[src/rtl/dds_mod_ctrl_pkg.sv]
// Shared types for the DDS config sequencer: FSM states, modulation encodings
// and the config payload carried from the request port to the shadow/output regs.
package dds_ctrl_pkg;

    localparam int unsigned PHASE_W = 32;
    localparam int unsigned SEL_W   = 8;
    localparam int unsigned MOD_W   = 4;

    typedef enum logic [2:0] {
        IDLE,
        PENDING,
        COMMIT,
        SETTLE,
        RUN
    } state_t;

    localparam logic [MOD_W-1:0] MOD_ASK  = 4'd0;
    localparam logic [MOD_W-1:0] MOD_FSK  = 4'd1;
    localparam logic [MOD_W-1:0] MOD_BPSK = 4'd2;
    localparam logic [MOD_W-1:0] MOD_LFSR = 4'd3;

    typedef struct packed {
        logic [PHASE_W-1:0] phase_inc;
        logic [PHASE_W-1:0] fsk_inc;
        logic [SEL_W-1:0]   sig_sel;
        logic [MOD_W-1:0]   mod_sel;
    } cfg_t;

endpackage

[src/rtl/dds_mod_ctrl_if.sv]
// Config request channel (valid/ready plus tone/modulation payload) between
// the user-control decode logic and the DDS config sequencer.
interface dds_mod_ctrl_if;
    import dds_ctrl_pkg::*;

    logic               cfg_valid;
    logic               cfg_ready;
    logic [PHASE_W-1:0] cfg_phase_inc;
    logic [PHASE_W-1:0] cfg_fsk_inc;
    logic [SEL_W-1:0]   cfg_sig_sel;
    logic [MOD_W-1:0]   cfg_mod_sel;

    modport master (
        output cfg_valid,
        output cfg_phase_inc,
        output cfg_fsk_inc,
        output cfg_sig_sel,
        output cfg_mod_sel,
        input  cfg_ready
    );

    modport slave (
        input  cfg_valid,
        input  cfg_phase_inc,
        input  cfg_fsk_inc,
        input  cfg_sig_sel,
        input  cfg_mod_sel,
        output cfg_ready
    );

endinterface

[src/rtl/dds_mod_ctrl_lfsr_edge_det.sv]
// Symbol boundary detector: rising edge of the (already synced) LFSR bit,
// as a same-cycle strobe for the sequencer and a registered one-cycle tick.
module lfsr_edge_det (
    input  logic clk,
    input  logic reset,
    input  logic lfsr_bit,
    output logic sym_edge_c,
    output logic sym_tick
);

    logic lfsr_q;

    assign sym_edge_c = lfsr_bit & ~lfsr_q;

    always_ff @(posedge clk) begin
        if (reset) begin
            lfsr_q   <= 1'b0;
            sym_tick <= 1'b0;
        end else begin
            lfsr_q   <= lfsr_bit;
            sym_tick <= sym_edge_c;
        end
    end

endmodule

[src/rtl/dds_mod_ctrl.sv]
// DDS config sequencer: shadows config requests and commits them only on a
// symbol boundary, then freezes the accumulator briefly. Optional PENDING
// timeout is enabled with the DDS_CTRL_TIMEOUT_EN macro.
module dds_mod_ctrl
    import dds_ctrl_pkg::*;
#(
    parameter int unsigned SETTLE_CYCLES  = 4,
`ifdef DDS_CTRL_TIMEOUT_EN
    parameter int unsigned TIMEOUT_CYCLES = 50000,
`endif
    parameter int unsigned CNT_W          = 16
) (
    input  logic               clk,
    input  logic               reset,
    dds_mod_ctrl_if.slave      cfg,
    input  logic               lfsr_bit,
    output logic               en,
    output logic [PHASE_W-1:0] phase_inc,
    output logic [PHASE_W-1:0] fsk_phase_inc,
    output logic [SEL_W-1:0]   sig_sel,
    output logic [MOD_W-1:0]   mod_sel,
    output logic               lfsr,
    output logic               sym_tick,
    output logic [CNT_W-1:0]   sym_count
);

    localparam int unsigned SETTLE_EFF = (SETTLE_CYCLES == 0) ? 1 : SETTLE_CYCLES;
    localparam int unsigned SET_W      = (SETTLE_EFF > 1) ? $clog2(SETTLE_EFF) : 1;

    state_t           state_q, state_d;
    cfg_t             shadow_q, shadow_d, out_q, out_d, req;
    logic             en_q, en_d, ready_q, ready_d, lfsr_q, lfsr_d;
    logic [SET_W-1:0] settle_q, settle_d;
    logic [CNT_W-1:0] count_q, count_d;
    logic             transfer, sym_edge;

`ifdef DDS_CTRL_TIMEOUT_EN
    localparam int unsigned TO_W = (TIMEOUT_CYCLES > 1) ? $clog2(TIMEOUT_CYCLES) : 1;
    logic [TO_W-1:0]  timeout_q, timeout_d;
`endif

    lfsr_edge_det u_edge (
        .clk        (clk),
        .reset      (reset),
        .lfsr_bit   (lfsr_bit),
        .sym_edge_c (sym_edge),
        .sym_tick   (sym_tick)
    );

    assign transfer = cfg.cfg_valid && ready_q;
    assign req      = '{phase_inc: cfg.cfg_phase_inc, fsk_inc: cfg.cfg_fsk_inc,
                        sig_sel: cfg.cfg_sig_sel, mod_sel: cfg.cfg_mod_sel};

    always_ff @(posedge clk) begin
        if (reset) begin
            state_q   <= IDLE;
            shadow_q  <= '0;
            out_q     <= '0;
            en_q      <= 1'b0;
            ready_q   <= 1'b1;
            lfsr_q    <= 1'b0;
            settle_q  <= '0;
            count_q   <= '0;
`ifdef DDS_CTRL_TIMEOUT_EN
            timeout_q <= '0;
`endif
        end else begin
            state_q   <= state_d;
            shadow_q  <= shadow_d;
            out_q     <= out_d;
            en_q      <= en_d;
            ready_q   <= ready_d;
            lfsr_q    <= lfsr_d;
            settle_q  <= settle_d;
            count_q   <= count_d;
`ifdef DDS_CTRL_TIMEOUT_EN
            timeout_q <= timeout_d;
`endif
        end
    end

    always_comb begin
        state_d   = state_q;
        shadow_d  = transfer ? req : shadow_q;
        out_d     = out_q;
        settle_d  = settle_q;
        count_d   = count_q;
`ifdef DDS_CTRL_TIMEOUT_EN
        timeout_d = transfer ? '0 : timeout_q;
`endif

        // Symbols are only counted while a committed config is live.
        if ((state_q == RUN || state_q == PENDING) && sym_tick && count_q != '1) begin
            count_d = count_q + CNT_W'(1);
        end

        case (state_q)
            IDLE: begin
                if (transfer) state_d = PENDING;
            end
            PENDING: begin
                // A request landing on the boundary wins; the commit waits for the next edge.
                if (!transfer) begin
                    if (sym_edge) begin
                        state_d = COMMIT;
                    end
`ifdef DDS_CTRL_TIMEOUT_EN
                    else if (timeout_q == TO_W'(TIMEOUT_CYCLES - 1)) begin
                        state_d = COMMIT;
                    end else begin
                        timeout_d = timeout_q + TO_W'(1);
                    end
`endif
                end
            end
            COMMIT: begin
                if (settle_q == '0) begin
                    state_d = RUN;
                end else begin
                    state_d  = SETTLE;
                    settle_d = settle_q - SET_W'(1);
                end
            end
            SETTLE: begin
                if (settle_q == '0) begin
                    state_d = RUN;
                end else begin
                    settle_d = settle_q - SET_W'(1);
                end
            end
            RUN: begin
                if (transfer) state_d = PENDING;
            end
            default: state_d = IDLE;
        endcase

        // Output regs load as COMMIT is entered so they appear with sym_tick.
        if (state_d == COMMIT) begin
            out_d    = shadow_q;
            count_d  = '0;
            settle_d = SET_W'(SETTLE_EFF - 1);
        end

        en_d    = (state_d == RUN) || (state_d == PENDING && en_q);
        ready_d = (state_d == IDLE) || (state_d == PENDING) || (state_d == RUN);
        lfsr_d  = lfsr_bit & en_d;
    end

    assign cfg.cfg_ready  = ready_q;
    assign en             = en_q;
    assign phase_inc      = out_q.phase_inc;
    assign fsk_phase_inc  = out_q.fsk_inc;
    assign sig_sel        = out_q.sig_sel;
    assign mod_sel        = out_q.mod_sel;
    assign lfsr           = lfsr_q;
    assign sym_count      = count_q;

endmodule

[src/flat_wrapper.sv]
// flat-port wrapper written by rule: the top's interface ports become plain ports
module dds_mod_ctrl_flat import dds_ctrl_pkg::*;
#(
    parameter int unsigned SETTLE_CYCLES  = 4,

    parameter int unsigned CNT_W          = 16
)
  (clk, reset, lfsr_bit, en, phase_inc, fsk_phase_inc, sig_sel, mod_sel, lfsr, sym_tick, sym_count, cfg_cfg_valid, cfg_cfg_phase_inc, cfg_cfg_fsk_inc, cfg_cfg_sig_sel, cfg_cfg_mod_sel, cfg_cfg_ready);
  dds_mod_ctrl_if cfg_i ();
  input  logic clk;
  input  logic reset;
  input  logic lfsr_bit;
  output logic en;
  output logic [PHASE_W-1:0] phase_inc;
  output logic [PHASE_W-1:0] fsk_phase_inc;
  output logic [SEL_W-1:0] sig_sel;
  output logic [MOD_W-1:0] mod_sel;
  output logic lfsr;
  output logic sym_tick;
  output logic [CNT_W-1:0] sym_count;
  input wire logic [$bits(cfg_i.cfg_valid)-1:0] cfg_cfg_valid;
  input wire logic [$bits(cfg_i.cfg_phase_inc)-1:0] cfg_cfg_phase_inc;
  input wire logic [$bits(cfg_i.cfg_fsk_inc)-1:0] cfg_cfg_fsk_inc;
  input wire logic [$bits(cfg_i.cfg_sig_sel)-1:0] cfg_cfg_sig_sel;
  input wire logic [$bits(cfg_i.cfg_mod_sel)-1:0] cfg_cfg_mod_sel;
  output wire logic [$bits(cfg_i.cfg_ready)-1:0] cfg_cfg_ready;
  assign cfg_i.cfg_valid = cfg_cfg_valid;
  assign cfg_i.cfg_phase_inc = cfg_cfg_phase_inc;
  assign cfg_i.cfg_fsk_inc = cfg_cfg_fsk_inc;
  assign cfg_i.cfg_sig_sel = cfg_cfg_sig_sel;
  assign cfg_i.cfg_mod_sel = cfg_cfg_mod_sel;
  assign cfg_cfg_ready = cfg_i.cfg_ready;
  dds_mod_ctrl #(.SETTLE_CYCLES(SETTLE_CYCLES), .CNT_W(CNT_W)) u_core (.clk(clk), .reset(reset), .cfg(cfg_i), .lfsr_bit(lfsr_bit), .en(en), .phase_inc(phase_inc), .fsk_phase_inc(fsk_phase_inc), .sig_sel(sig_sel), .mod_sel(mod_sel), .lfsr(lfsr), .sym_tick(sym_tick), .sym_count(sym_count));
endmodule
[config.mk]
export PLATFORM = sky130hd
export DESIGN_NAME = dds_mod_ctrl_flat
export DESIGN_NICKNAME = d
export VERILOG_FILES = /design/src/rtl/dds_mod_ctrl_pkg.sv /design/src/rtl/dds_mod_ctrl_if.sv /design/src/rtl/dds_mod_ctrl_lfsr_edge_det.sv /design/src/rtl/dds_mod_ctrl.sv /design/src/flat_wrapper.sv
export SDC_FILE = /design/constraint.sdc
export NUM_CORES = 1
export LEC_CHECK = 0
export ABC_AREA = 1
export BUFFER_PORTS_ARGS = -buffer_cell sky130_fd_sc_hd__buf_2
export CORE_MARGIN = 4
export CORE_UTILIZATION = 30
export CTS_CLUSTER_SIZE = 30
export DETAILED_ROUTE_END_ITERATION = 7
export PLACE_DENSITY = 0.59
export SETUP_SLACK_MARGIN = 0.5
export SYNTH_ARGS = -nofsm -noshare
export SYNTH_HDL_FRONTEND = slang
export SYNTH_HIERARCHICAL = 1
export SYNTH_SLANG_ARGS = --single-unit
[constraint.sdc]
create_clock -name clk -period 2.85 [get_ports clk]
set_input_delay 0.57 -clock clk [delete_from_list [all_inputs] [get_ports clk]]
set_output_delay 0.57 -clock clk [all_outputs]
set_load 0.02 [all_outputs]
==> summary.txt <==
Clocking
  • Hold buffer count at cts: 0
  • CTS tree: yes
  • Worst-skew pair later-pin latency: 0.43 ns
  • Setup bufs post-CTS: 0
  • # H-tree levels: 4
  • CTS sink count: 178
  • Post_cts resized: 0
  • CTS root buffer: clkbuf_16
  • Num CTS Buffers: 17
  • CTS clk-pin slew, worst paths: 0.08 ns
  • Bufs on Longest Clock Path: 2

Logic synthesis
  • Async SR Flop Fraction: 0%
  • Synth warn: 6
  • Library cells used by synthesis: 26
  • Cell area after synthesis: 6600 um^2
  • Number of enable flip-flop cells after synthesis: 0
  • Count leader, synth: nor2_1
  • Synthesized area per cell: 7.59 um^2
  • Yosys top cell by area: dfxtp_1
  • Top FF cell, synth: dfxtp_1
  • Net count after synthesis: 951
  • Yosys top cell area share: 54.0%
  • Cell count after synthesis: 869
  • Post-synthesis register bit count: 178
  • Top cells by area, synth: dfxtp_1 (54%), nor2_1 (19%), o21ai_0 (12%), nand2_1 (4.2%), clkbuf_1 (1.8%)
  • Sequential share of the synthesized area: 54.0%
  • Commonest cells in the synthesized netlist: nor2_1 (329), dfxtp_1 (178), o21ai_0 (155)

Floorplan
  • Initial Util: 30.9%
  • Die H: 156 um
  • CORE AREA: 21400 um^2
  • DIE AREA: 24400 um^2
  • Row count: 53
  • Die X: 156 um
  • I/O Pins: 176

Final layout
  • Fin util: 38.6%
  • N_diodes: 0
  • Area Overhead vs Synth: 24.9%
  • Final Cell Area: 8240 um^2
  • Layout cells sized above 1: 22.8%
  • Final net count: 1104

STA
  • RSZ-0062 raised after global routing: false
  • Clk_skew: 0.0126 ns
  • Max Slew Vio Count: 0
  • Maximum operating frequency: 536 MHz
  • Final period utilization: 65.5%
  • Final worst-path setup slack: 0.984 ns
  • Slew Limit Headroom: 54.1%
  • Worst-Margin Slew: 0.686 ns
  • Setup violators final: 0
  • Fin. Hold Viols: 0
  • Min Tclk post-route: 1.87 ns
  • Setup TNS: 0 ns

Power and ir drop
  • Sw Pwr: 1.48 mW
  • Switching share of total power: 27.1%
  • PwrDens: 660 nW/um^2
  • Worst vdd ir: 0.385 mV
  • Power share of the combinational group: 8.4%
  • LEAKAGE: 3.65 nW
  • Internal power: 3.96 mW
  • Clk pwr share: 42.5%
  • Seq pwr share: 49.1%

Hold path
  • Worst min-delay path class: in2reg
  • HP Start: cfg_cfg_phase_inc[23]

Run
  • MaxCap Viol Count: 0

Routing
  • Avg WL per Cell: 13.2 um
  • Drt pass-1 iters: 4
  • Initial DRC Count: 202
  • Number of antenna-violating nets in the routed design: 0
  • Vias/cell: 4.45
  • Via count: 5835
  • DRT Wirelength: 17.3 mm
  • DRC Markers: 0

Worst setup path
  • Critical Path Max Stage Delay: 0.49 ns
  • Crit. Startpoint: u_core/sym_count[0]$_SDFFE_PP0P_
  • Crit-path cells: ha_1 -> nand2_2 -> nor2_4 -> nand2_4 -> nor2_1 -> nor2_2 -> nand2_1 -> a21oi_2
  • CP Capture Type: flip-flop
  • CP max stage cell: nor2_2
  • CP arrival: 2.21 ns
  • Reg2reg start: u_core/sym_count[0]$_SDFFE_PP0P_
  • CP Class: reg2reg
  • CP required: 3.20 ns
  • WP buf/inv: 0
  • CP delay by family, top: simple AND/OR/NAND/NOR gates
  • Crit-path max FO: 15
  • CP startpoint kind: flip-flop
  • Internal reg-to-reg setup slack: 0.98 ns

Outcome
  • Status: complete, no violations

Placed design
  • Detailed-placement wirelength estimate: 11.5 mm
  • # port buffers: 175
  • GPL Wtd Cong: 0.790
  • Placement Setup Slack: 0.851 ns
  • Placed Area: 7660 um^2

GRT
  • Gr ovfl total: 0
  • Vias in the first global route: 5600
  • Overall global routing resource usage: 14.0%
  • Initial antenna violation count: 2
  • First-pass GRT wire length: 27.7 mm
  • Largest net degree at the start of global routing: 70
==> cell type report <==
| cell class | instances | area, um^2 |
|---|---|---|
| inverters | 25 | 96.3 |
| multi-input cells | 614 | 2680 |
| clock buffers | 18 | 429 |
| clock inverters | 14 | 155 |
| repair buffers | 186 | 971 |
| flip-flops and latches | 178 | 3560 |
| well taps | 275 | 344 |
| fillers | 2330 | 13100 |
==> cells in the final DEF, fill, tap and decap left out, types with 2 or more instances in the layout <==
master / netlist / final
inv_8: 0 / 7
buf_2: 11 / 175
dfxtp_1: 178 / 178
inv_1: 22 / 20
nand3_1: 10 / 10
clkinv_8: 0 / 2
nand2_1: 74 / 73
o21ai_0: 155 / 155
a21oi_1: 14 / 14
clkbuf_16: 0 / 17
inv_2: 3 / 4
nor2_4: 2 / 2
clkinv_4: 0 / 3
nor2_1: 329 / 329
nand4_1: 5 / 5
nor2_2: 2 / 2
inv_6: 0 / 2
xor2_1: 6 / 6
buf_4: 2 / 10
a21oi_2: 4 / 4
ha_1: 2 / 2
nand2_2: 1 / 2
xnor2_1: 2 / 2
o21ai_1: 4 / 4
==> logic make-up (layout without fill, tap and decap cells) <==
logic type | after synthesis | count (layout) | share of synthesized area [%]
buffers and inverters | 77 | 243 | 5.39
XOR/XNOR | 8 | 8 | 1.06
AND/OR/NAND/NOR | 426 | 426 | 25.3
AO/OA/AOI/OAI | 178 | 178 | 13.9
flip-flops | 178 | 178 | 54.0
adder cells (fa/ha/maj) | 2 | 2 | 0.379
==> power groups by stage <==
| stage | logic, mW | clock network, mW | registers [mW] |
|---|---|---|---|
| detailed placement | 0.468 | 0 | 2.73 |
| floorplan | 0.256 | 0 | 2.77 |
| CTS | 0.468 | 2.40 | 2.67 |
| finish | 0.459 | 2.31 | 2.67 |
| global placement | 0.464 | 0 | 2.73 |
| global route | 0.526 | 2.49 | 2.69 |
==> layer usage <==
metal,track usage [%],share of wire (%)
met5,0,0.12
met4,4.63,1.4
met3,3.65,5.0
met2,23.4,47
met1,17.5,47
==> tightest hold or removal path, stage by stage <==
cell and delay [ns]:
buf_2 0.07, o21ai_0 0.07, nor2_1 0.07
==> per-stage QoR <==
| step | std cells | power (mW) | hold WS (ns) |
|---|---|---|---|
| floorplan | 869 | 3.02 | 0.405 |
| global placement | 1278 | 3.19 | 0.411 |
| detailed placement | 1278 | 3.20 | 0.423 |
| CTS | 1310 | 5.54 | 0.364 |
| global route | 1310 | 5.71 | 0.391 |
| finish | 1310 | 5.44 | 0.385 |
==> state kept, by name, indices dropped and copies added, names as in the netlist, 2 cells and up <==
signal	flops
u_core/settle_q	2
u_core/state_q	3
u_core/mod_sel	4
u_core/sym_count	16
u_core/fsk_phase_inc	32
u_core/phase_inc	32
u_core/shadow_q	76
u_core/sig_sel	8
==> worst paths after layout <==
path	to	cells past startpoint
max	u_core/sym_count[2]$_SDFFE_PP0P_	8
min	u_core/shadow_q[67]$_SDFFE_PP0P_	3
max reg2reg	u_core/sym_count[2]$_SDFFE_PP0P_	8
min reg2reg	u_core/u_edge/sym_tick$_SDFF_PP0_	1
Note: power is estimated with default switching activity, not from simulation.
